<file path="config.mk">
export PLATFORM = sky130hd
export DESIGN_NAME = pipe_stage_reg
export DESIGN_NICKNAME = d
export VERILOG_FILES = /design/src/rtl/pipe_stage_reg.sv
export SDC_FILE = /design/constraint.sdc
export NUM_CORES = 1
export LEC_CHECK = 0
export CELL_PAD_IN_SITES_DETAIL_PLACEMENT = 1
export CELL_PAD_IN_SITES_GLOBAL_PLACEMENT = 2
export CORE_ASPECT_RATIO = 0.7
export CORE_MARGIN = 5
export CORE_UTILIZATION = 40
export CTS_BUF_LIST = sky130_fd_sc_hd__clkbuf_4 sky130_fd_sc_hd__clkbuf_8
export CTS_CLUSTER_DIAMETER = 200
export DETAILED_ROUTE_END_ITERATION = 10
export DONT_BUFFER_PORTS = 1
export PLACE_DENSITY_LB_ADDON = 0.12
export SLEW_MARGIN = 20
export SYNTH_ARGS = -nofsm -noshare
export SYNTH_HDL_FRONTEND = slang
export SYNTH_SLANG_ARGS = --single-unit
</file>
<file path="constraint.sdc">
create_clock -name clk -period 1.5 [get_ports clk]
set_input_delay 0.3 -clock clk [delete_from_list [all_inputs] [get_ports clk]]
set_output_delay 0.3 -clock clk [all_outputs]
set_load 0.02 [all_outputs]
</file>
<file path="src/rtl/pipe_stage_reg.sv">
// Elastic pipeline stage register carrying a control and a data bundle.
// SKID=1 gives a 2-entry skid buffer with a registered in_ready.
// SKID=0 gives a single register with a combinational in_ready.
// Control is masked to zero whenever no valid item is presented, so a
// bubble cannot cause a write further down the pipe.
module pipe_stage_reg #(
    parameter int CTRL_W = 9,
    parameter int DATA_W = 127,
    parameter bit SKID   = 1'b1
) (
    input  logic              clk,
    input  logic              rst_n,
    input  logic              flush,
    input  logic              in_valid,
    output logic              in_ready,
    input  logic [CTRL_W-1:0] in_ctrl,
    input  logic [DATA_W-1:0] in_data,
    output logic              out_valid,
    input  logic              out_ready,
    output logic [CTRL_W-1:0] out_ctrl,
    output logic [DATA_W-1:0] out_data,
    output logic [1:0]        occupancy
);

    typedef enum logic [1:0] {
        ST_EMPTY = 2'd0,
        ST_ONE   = 2'd1,
        ST_FULL  = 2'd2
    } state_t;

    // Head-of-stage entry, whichever variant is built.
    logic              main_valid;
    logic [CTRL_W-1:0] main_ctrl;
    logic [DATA_W-1:0] main_data;

    logic accept;
    logic emit;

    assign accept    = in_valid & in_ready;
    assign emit      = main_valid & out_ready;
    assign out_valid = main_valid;
    assign out_data  = main_data;

    // Bubble masking: every control bit is gated by the valid flag.
    genvar gi;
    generate
        for (gi = 0; gi < CTRL_W; gi++) begin : g_ctrl_mask
            assign out_ctrl[gi] = main_ctrl[gi] & main_valid;
        end
    endgenerate

    generate
        if (SKID) begin : g_skid
            state_t            state_reg;
            state_t            state_next;
            logic              in_ready_reg;
            logic              load_main_in;
            logic              load_main_skid;
            logic              load_skid;
            logic [CTRL_W-1:0] main_ctrl_reg;
            logic [DATA_W-1:0] main_data_reg;
            logic [CTRL_W-1:0] skid_ctrl_reg;
            logic [DATA_W-1:0] skid_data_reg;

            // State register; in_ready is registered from the next state so
            // upstream never sees a combinational path from out_ready.
            always_ff @(posedge clk or negedge rst_n) begin
                if (!rst_n) begin
                    state_reg    <= ST_EMPTY;
                    in_ready_reg <= 1'b1;
                end else begin
                    state_reg    <= state_next;
                    in_ready_reg <= (state_next != ST_FULL);
                end
            end

            // Next-state and datapath load selects; flush overrides everything.
            always_comb begin
                state_next     = state_reg;
                load_main_in   = 1'b0;
                load_main_skid = 1'b0;
                load_skid      = 1'b0;
                if (flush) begin
                    state_next = ST_EMPTY;
                end else begin
                    case (state_reg)
                        ST_EMPTY: begin
                            if (accept) begin
                                state_next   = ST_ONE;
                                load_main_in = 1'b1;
                            end
                        end
                        ST_ONE: begin
                            if (accept && emit) begin
                                load_main_in = 1'b1;
                            end else if (accept) begin
                                state_next = ST_FULL;
                                load_skid  = 1'b1;
                            end else if (emit) begin
                                state_next = ST_EMPTY;
                            end
                        end
                        ST_FULL: begin
                            if (emit) begin
                                state_next     = ST_ONE;
                                load_main_skid = 1'b1;
                            end
                        end
                        default: state_next = ST_EMPTY;
                    endcase
                end
            end

            // Main entry: loads from the input or is refilled from the skid entry.
            always_ff @(posedge clk or negedge rst_n) begin
                if (!rst_n) begin
                    main_ctrl_reg <= '0;
                    main_data_reg <= '0;
                end else if (load_main_in) begin
                    main_ctrl_reg <= in_ctrl;
                    main_data_reg <= in_data;
                end else if (load_main_skid) begin
                    main_ctrl_reg <= skid_ctrl_reg;
                    main_data_reg <= skid_data_reg;
                end
            end

            // Skid entry catches the item accepted while the output is stalled.
            always_ff @(posedge clk or negedge rst_n) begin
                if (!rst_n) begin
                    skid_ctrl_reg <= '0;
                    skid_data_reg <= '0;
                end else if (load_skid) begin
                    skid_ctrl_reg <= in_ctrl;
                    skid_data_reg <= in_data;
                end
            end

            // Occupancy follows directly from the state.
            always_comb begin
                occupancy = 2'd0;
                case (state_reg)
                    ST_ONE:  occupancy = 2'd1;
                    ST_FULL: occupancy = 2'd2;
                    default: occupancy = 2'd0;
                endcase
            end

            assign in_ready   = in_ready_reg;
            assign main_valid = (state_reg != ST_EMPTY);
            assign main_ctrl  = main_ctrl_reg;
            assign main_data  = main_data_reg;
        end else begin : g_single
            logic              main_valid_reg;
            logic [CTRL_W-1:0] main_ctrl_reg;
            logic [DATA_W-1:0] main_data_reg;

            // Valid flag: set on accept, cleared on emit-only or flush.
            always_ff @(posedge clk or negedge rst_n) begin
                if (!rst_n) begin
                    main_valid_reg <= 1'b0;
                end else if (flush) begin
                    main_valid_reg <= 1'b0;
                end else if (accept) begin
                    main_valid_reg <= 1'b1;
                end else if (emit) begin
                    main_valid_reg <= 1'b0;
                end
            end

            // Payload register loads only on a non-flushed accept.
            always_ff @(posedge clk or negedge rst_n) begin
                if (!rst_n) begin
                    main_ctrl_reg <= '0;
                    main_data_reg <= '0;
                end else if (accept && !flush) begin
                    main_ctrl_reg <= in_ctrl;
                    main_data_reg <= in_data;
                end
            end

            assign in_ready   = !main_valid_reg | out_ready;
            assign main_valid = main_valid_reg;
            assign main_ctrl  = main_ctrl_reg;
            assign main_data  = main_data_reg;
            assign occupancy  = {1'b0, main_valid_reg};
        end
    endgenerate

endmodule

</file>
* Word level (Yosys, flattened, before mapping)
Cells that the tools add are included.
W data, S select, Z words.
** Operators by class
- Add/subtract/negate cells :: 0
- Multiply operators :: 0
- Div/mod/pow operators :: 0
- $lt $le $gt $ge :: 0
- Eq/ne operators :: 3
- Shifts and indexed selects :: 0
- Muxes and demuxes :: 22
- Bitwise operators :: 11
- Reduce and logical (&&, ||, !) cells :: 4
** Operator list (number)
- $mux W127 :: 2
- $mux W9 :: 2
- $mux W2 :: 6
- $and A1 B1 Y1 :: 11
- $mux W1 :: 9
- $pmux W2 S3 :: 1
- $pmux W2 S2 :: 1
- $reduce_bool A2 Y1 :: 2
- $eq A2 B1 Y1 const B :: 1
- $eq A2 B2 Y1 const B :: 1
- $logic_not A2 Y1 :: 1
- $ne A2 B2 Y1 const B :: 1
- $pmux W1 S2 :: 1
- $logic_and A1 B1 Y1 :: 1
** Storage, ports and cells
- Register bits :: 275
- Latch bits :: 0
- Bits in writable memories :: 0
- ROM bits :: 0
- Bits of input ports :: 141
- Output and inout port bits :: 140
- Word-level logic and storage cells :: 46
- Memories :: 0

* Longest topological paths before layout
- Word-level depth :: 8
- Depth in mapped cells :: 6

* Least setup slack after synthesis
OpenSTA, ideal clock, no wires.
- Kind :: reg-to-reg
- Start point :: reg g_skid.in_ready_reg (netlist: in_ready)
- End point :: reg g_skid.main_data_reg[60] (netlist: out_data[60])
- Library setup time :: 0.126 ns
- Arrival time :: 1.545 ns
- Data required time :: 1.374 ns
- Path slack :: -0.171 ns
- Cell stages (with the launch flop) :: 6
- Buffers on the path :: 2
- Clock period less this slack :: 1.671 ns
- Path through :: dfstp_2 and4bb_1 a21oi_2 buf_2 buf_4 a221o_1
** On the way
- Cells in the longest elaborated chain, start to end :: 6
- Elaborated cells on any way between the ends :: 8
- Classes of those cells :: mux (5); bitwise (1); reduce/logical (2)
** RTL lines
- from (decl) :: RTL line 56 : logic in_ready_reg;
- from (signal assigned) :: RTL line 73 : in_ready_reg <= (state_next != ST_FULL);
- $and A1 B1 Y1 * :: RTL line 39 : assign accept = in_valid & in_ready;
- $logic_and A1 B1 Y1 :: RTL line 94 : if (accept && emit) begin
- $mux W1 :: RTL line 94
- $pmux W1 S2 * :: RTL line 86 : case (state_reg)
- $mux W1 * :: RTL line 83 : if (flush) begin
- $mux W127 or $reduce_bool A2 Y1 (tied branches)
- to (signal assigned) :: RTL line 121 : main_data_reg <= in_data;
- to (signal assigned) :: RTL line 124 : main_data_reg <= skid_data_reg;
- to (decl) :: RTL line 61 : logic [DATA_W-1:0] main_data_reg;
Every way passes the cells marked *; elsewhere a longest branch is shown, timed or not.
A chain may end at the register's enable or synchronous reset.

* Final worst setup path
- Start point :: reg g_skid.state_reg[1]
- End point :: reg g_skid.skid_data_reg[6]
** On the way
- Cells in the longest elaborated chain, start to end :: 6
- Elaborated cells on any way between the ends :: 7
- Classes of those cells :: eq/ne (1); mux (3); bitwise (1); reduce/logical (2)
** RTL lines
- from (decl) :: RTL line 54 : state_t state_reg;
- from (signal assigned) :: RTL line 72 : state_reg <= state_next;
- $reduce_bool A2 Y1 :: RTL line 150 : assign main_valid = (state_reg != ST_EMPTY);
- $and A1 B1 Y1 :: RTL line 40 : assign emit = main_valid & out_ready;
- $logic_and A1 B1 Y1 :: RTL line 94
- $mux W1 :: RTL line 94
- $mux W1 * :: RTL line 86
- $mux W1 * :: RTL line 83
- to (signal assigned) :: RTL line 135 : skid_data_reg <= in_data;
- to (decl) :: RTL line 63 : logic [DATA_W-1:0] skid_data_reg;
Marks and branches as above.

==> metrics.md <==
| Metric | Value |
|---|---|
| Status | `finished with violations` |
| Failing checks | `hold timing, setup timing` |
| Port Buffers | `0` |
| Min-Delay Path Class | `in2async` |
| CTS tree | `yes` |
| Gpl congestion | `between 0.7 and 0.8` |
| H-tree depth | `2` |
| Slew HR | `0.541` |
| Drt pass-1 iters | `4` |
| Chip Width | `between 200 and 250 um` |
| Xor-xnor portion of the synthesized cell area | `0` |
| Synth Area in Compound Gates | `0.126` |
| Maximum clock path buffer count | `3` |
| Setup total negative slack | `-91.33 ns` |
| #FFs+latches synth | `275` |
| Routed vias/inst | `5.63` |
| Avg WL per Cell | `between 20 and 30 um` |
| RSZ-0062 raised after global routing | `true` |
| Syn nets | `roughly 910` |
| Antenna violations before repair | `2` |
| Worst Path Max Fanout | `10` |
| Final worst path period share | `1.30` |
| Clk sinks | `approximately 280` |
| Core area | `between 20,000 and 30,000 um^2` |
| Critical path data arrival time | `between 2 and 2.5 ns` |
| Unique masters post-synth | `21` |
| Post-route ant nets | `0` |
| Initial core utilization | `0.402` |
| Minimum clock period | `about 1.9 ns` |
| Share of layout cells above drive strength 1 | `0.326` |
| Pin count of the biggest net entering global routing | `around 280` |
| Num CTS Buffers | `44` |
| Synthesized-area fraction occupied by adder cells | `0` |
| Synth warn | `0` |
| P_leak | `a little over 0.007 uW` |
| Mux contribution to synthesized area | `0.138` |
| Pin slew with the least headroom to its limit | `about 0.69 ns` |
| Post-synthesis simple-gate area fraction | `0.0882` |
| Post-synth top area cell | `dfrtp_1` |
| Worst skew pair latency | `0.57 ns` |
| Layout Area Growth over Synthesis | `40.2%` |
| CP Data Required Time | `1.95 ns` |
| Dpl cells | `~1,100` |
| Final hold violations | `~280` |
| Worst-case reg-to-reg path depth | `8` |
| Post-CTS Hold Buffers | `139` |
| Total Routing Usage GR | `0.230` |
| Clock slew at reported path FFs | `~0.070 ns` |
| Initial DRC Count | `about 440` |
| GRT overflow | `0` |
| Crit Reg-Reg Startpoint | `g_skid.state_reg[1]` |
| Final non-filler cell total | `around 1,400` |
| Number of global-route vias before repair | `roughly 9,000` |
| Critical path type | `reg2reg` |
| Peak supply drop | `0.797 mV` |
| Power Dens Cells | `1360 nW/um^2` |
| IO Pins | `281` |
| Tot Pwr | `21,300 uW` |
| First-pass GRT wire length | `55,900 um` |
| Post-detail-place hpwl | `around 19,000 um` |
| Post-synthesis sequential area ratio | `0.619` |
| Worst setup path start | `g_skid.state_reg[1]` |
| Mapped Cells | `between 700 and 800` |
| Final Max Tran Viols | `0` |
| Commonest non-fill, non-tap cell in the layout | `dfrtp_1` |
| Post-synth top area share | `0.617` |
| Largest family of logic cells by synthesized area | `multiplexers` |
| Clk root buf | `clkbuf_8` |
| FP Rows | `a little over 50` |
| Synth Cell Area | `11,100 um^2` |
| DRT Wirelength | `~37,000 um` |
| Setup Skew | `~0.034 ns` |
| Die area | `between 30,000 and 40,000 um^2` |
| Max Cap Viol | `0` |
| Crit start category | `flip-flop` |
| Peak Freq | `514 MHz` |
| Setup WS post-layout | `-0.446 ns` |
| Worst slack, placed | `-0.206 ns` |
| Drc violations | `0` |
| Worst hold slack | `-0.569 ns` |
| Commonest non-fill, non-tap cells in the layout | `274 x dfrtp_1, 139 x dlygate4sd3_1, 137 x and2_1, 136 x a221o_1, 129 x mux2_2` |
| Mapped Avg Cell Area | `~14 um^2` |
| Height of the die | `~150 um` |
| Vias | `7,912` |
| Area contributors post-synth | `dfrtp_1 62%, mux2_2 14%, a221o_1 12%` |
| Setup Viol. Count Final | `between 200 and 300` |
| Layout fillers | `about 2,600` |
| Nets | `around 1,100` |
| Worst setup EP type | `flip-flop` |
[area by class of cell]
class	count	area [um^2]	area share
Clock buffer	73	911	0.0584
Multi-Input combinational cell	435	4070	0.261
Tap cell	371	464	0.0298
Clock inverter	5	25.0	0.00161
Inverter	3	16.3	0.00104
Antenna cell	1	2.50	0.000161
Timing Repair Buffer	242	3210	0.206
Sequential cell	275	6880	0.442
[layer usage]
| layer | share of wire | track usage |
|---|---|---|
| met1 | 0.43 | 0.303 |
| met2 | 0.48 | 0.376 |
| met3 | 0.069 | 0.0662 |
| met4 | 0.022 | 0.0636 |
| met5 | 0.00035 | 0 |
[power breakdown]
part | internal [uW] | switching, uW
Clock | 3820 | 3080
Combinational | 2140 | 1120
Sequential | 9150 | 1960
Total | 15100 | 6160
[logic make-up after synthesis]
family,Yosys count
DFF,275
and+or+nand+nor,157
buffers and inverters,62
AOI/OAI and AO/OA,141
muxes,136
[metrics by stage]
stage | area, um^2 | util | hold WS, ns
after CTS | 15500 | 0.560 | -0.610
final | 15600 | 0.564 | -0.569
after floorplan | 11300 | - | 0.00441
after global routing | 15600 | 0.564 | -0.611
after global placement | 11700 | 0.424 | 0.0106
after detailed placement | 11700 | 0.424 | 0.00950
[synthesized netlist by cell type, drive strengths merged]
cell / count
a2111oi: 1
a21boi: 1
a21oi: 2
a221o: 136
and2: 138
and4bb: 2
buf: 28
clkbuf: 31
dfrtp: 274
dfstp: 1
inv: 3
mux2: 136
nand2: 1
nand2b: 1
nor2: 4
nor2b: 10
nor3: 1
o41ai: 1
[final timing paths]
path	endpoint	slack [ns]
worst min-delay path	g_skid.skid_data_reg[123]	-0.57
worst max register to register	g_skid.skid_data_reg[6]	-0.45
min in group clk	g_skid.state_reg[0]	0.15
worst max-delay path	g_skid.skid_data_reg[6]	-0.45
worst min register to register	g_skid.skid_data_reg[48]	0.50
max in group asynchronous	g_skid.skid_data_reg[102]	1.47
[what timing repair did]
item	CTS	global route
setup buffers	30	17
setup endpoints to repair	284	287
cloned	32	3
hold endpoints to repair	550	275
resized for setup	76	53
pin swaps	8	21
[critical path, cell delays in order (launching register included)]
cell and delay (ns):
dfrtp_1 0.41, buf_6 0.13, and4bb_4 0.37, buf_6 0.13, nand2_8 0.08, buf_12 0.16, buf_12 0.13, buf_16 0.14
mux2_2 0.27
(Power assumes the default switching activity.)
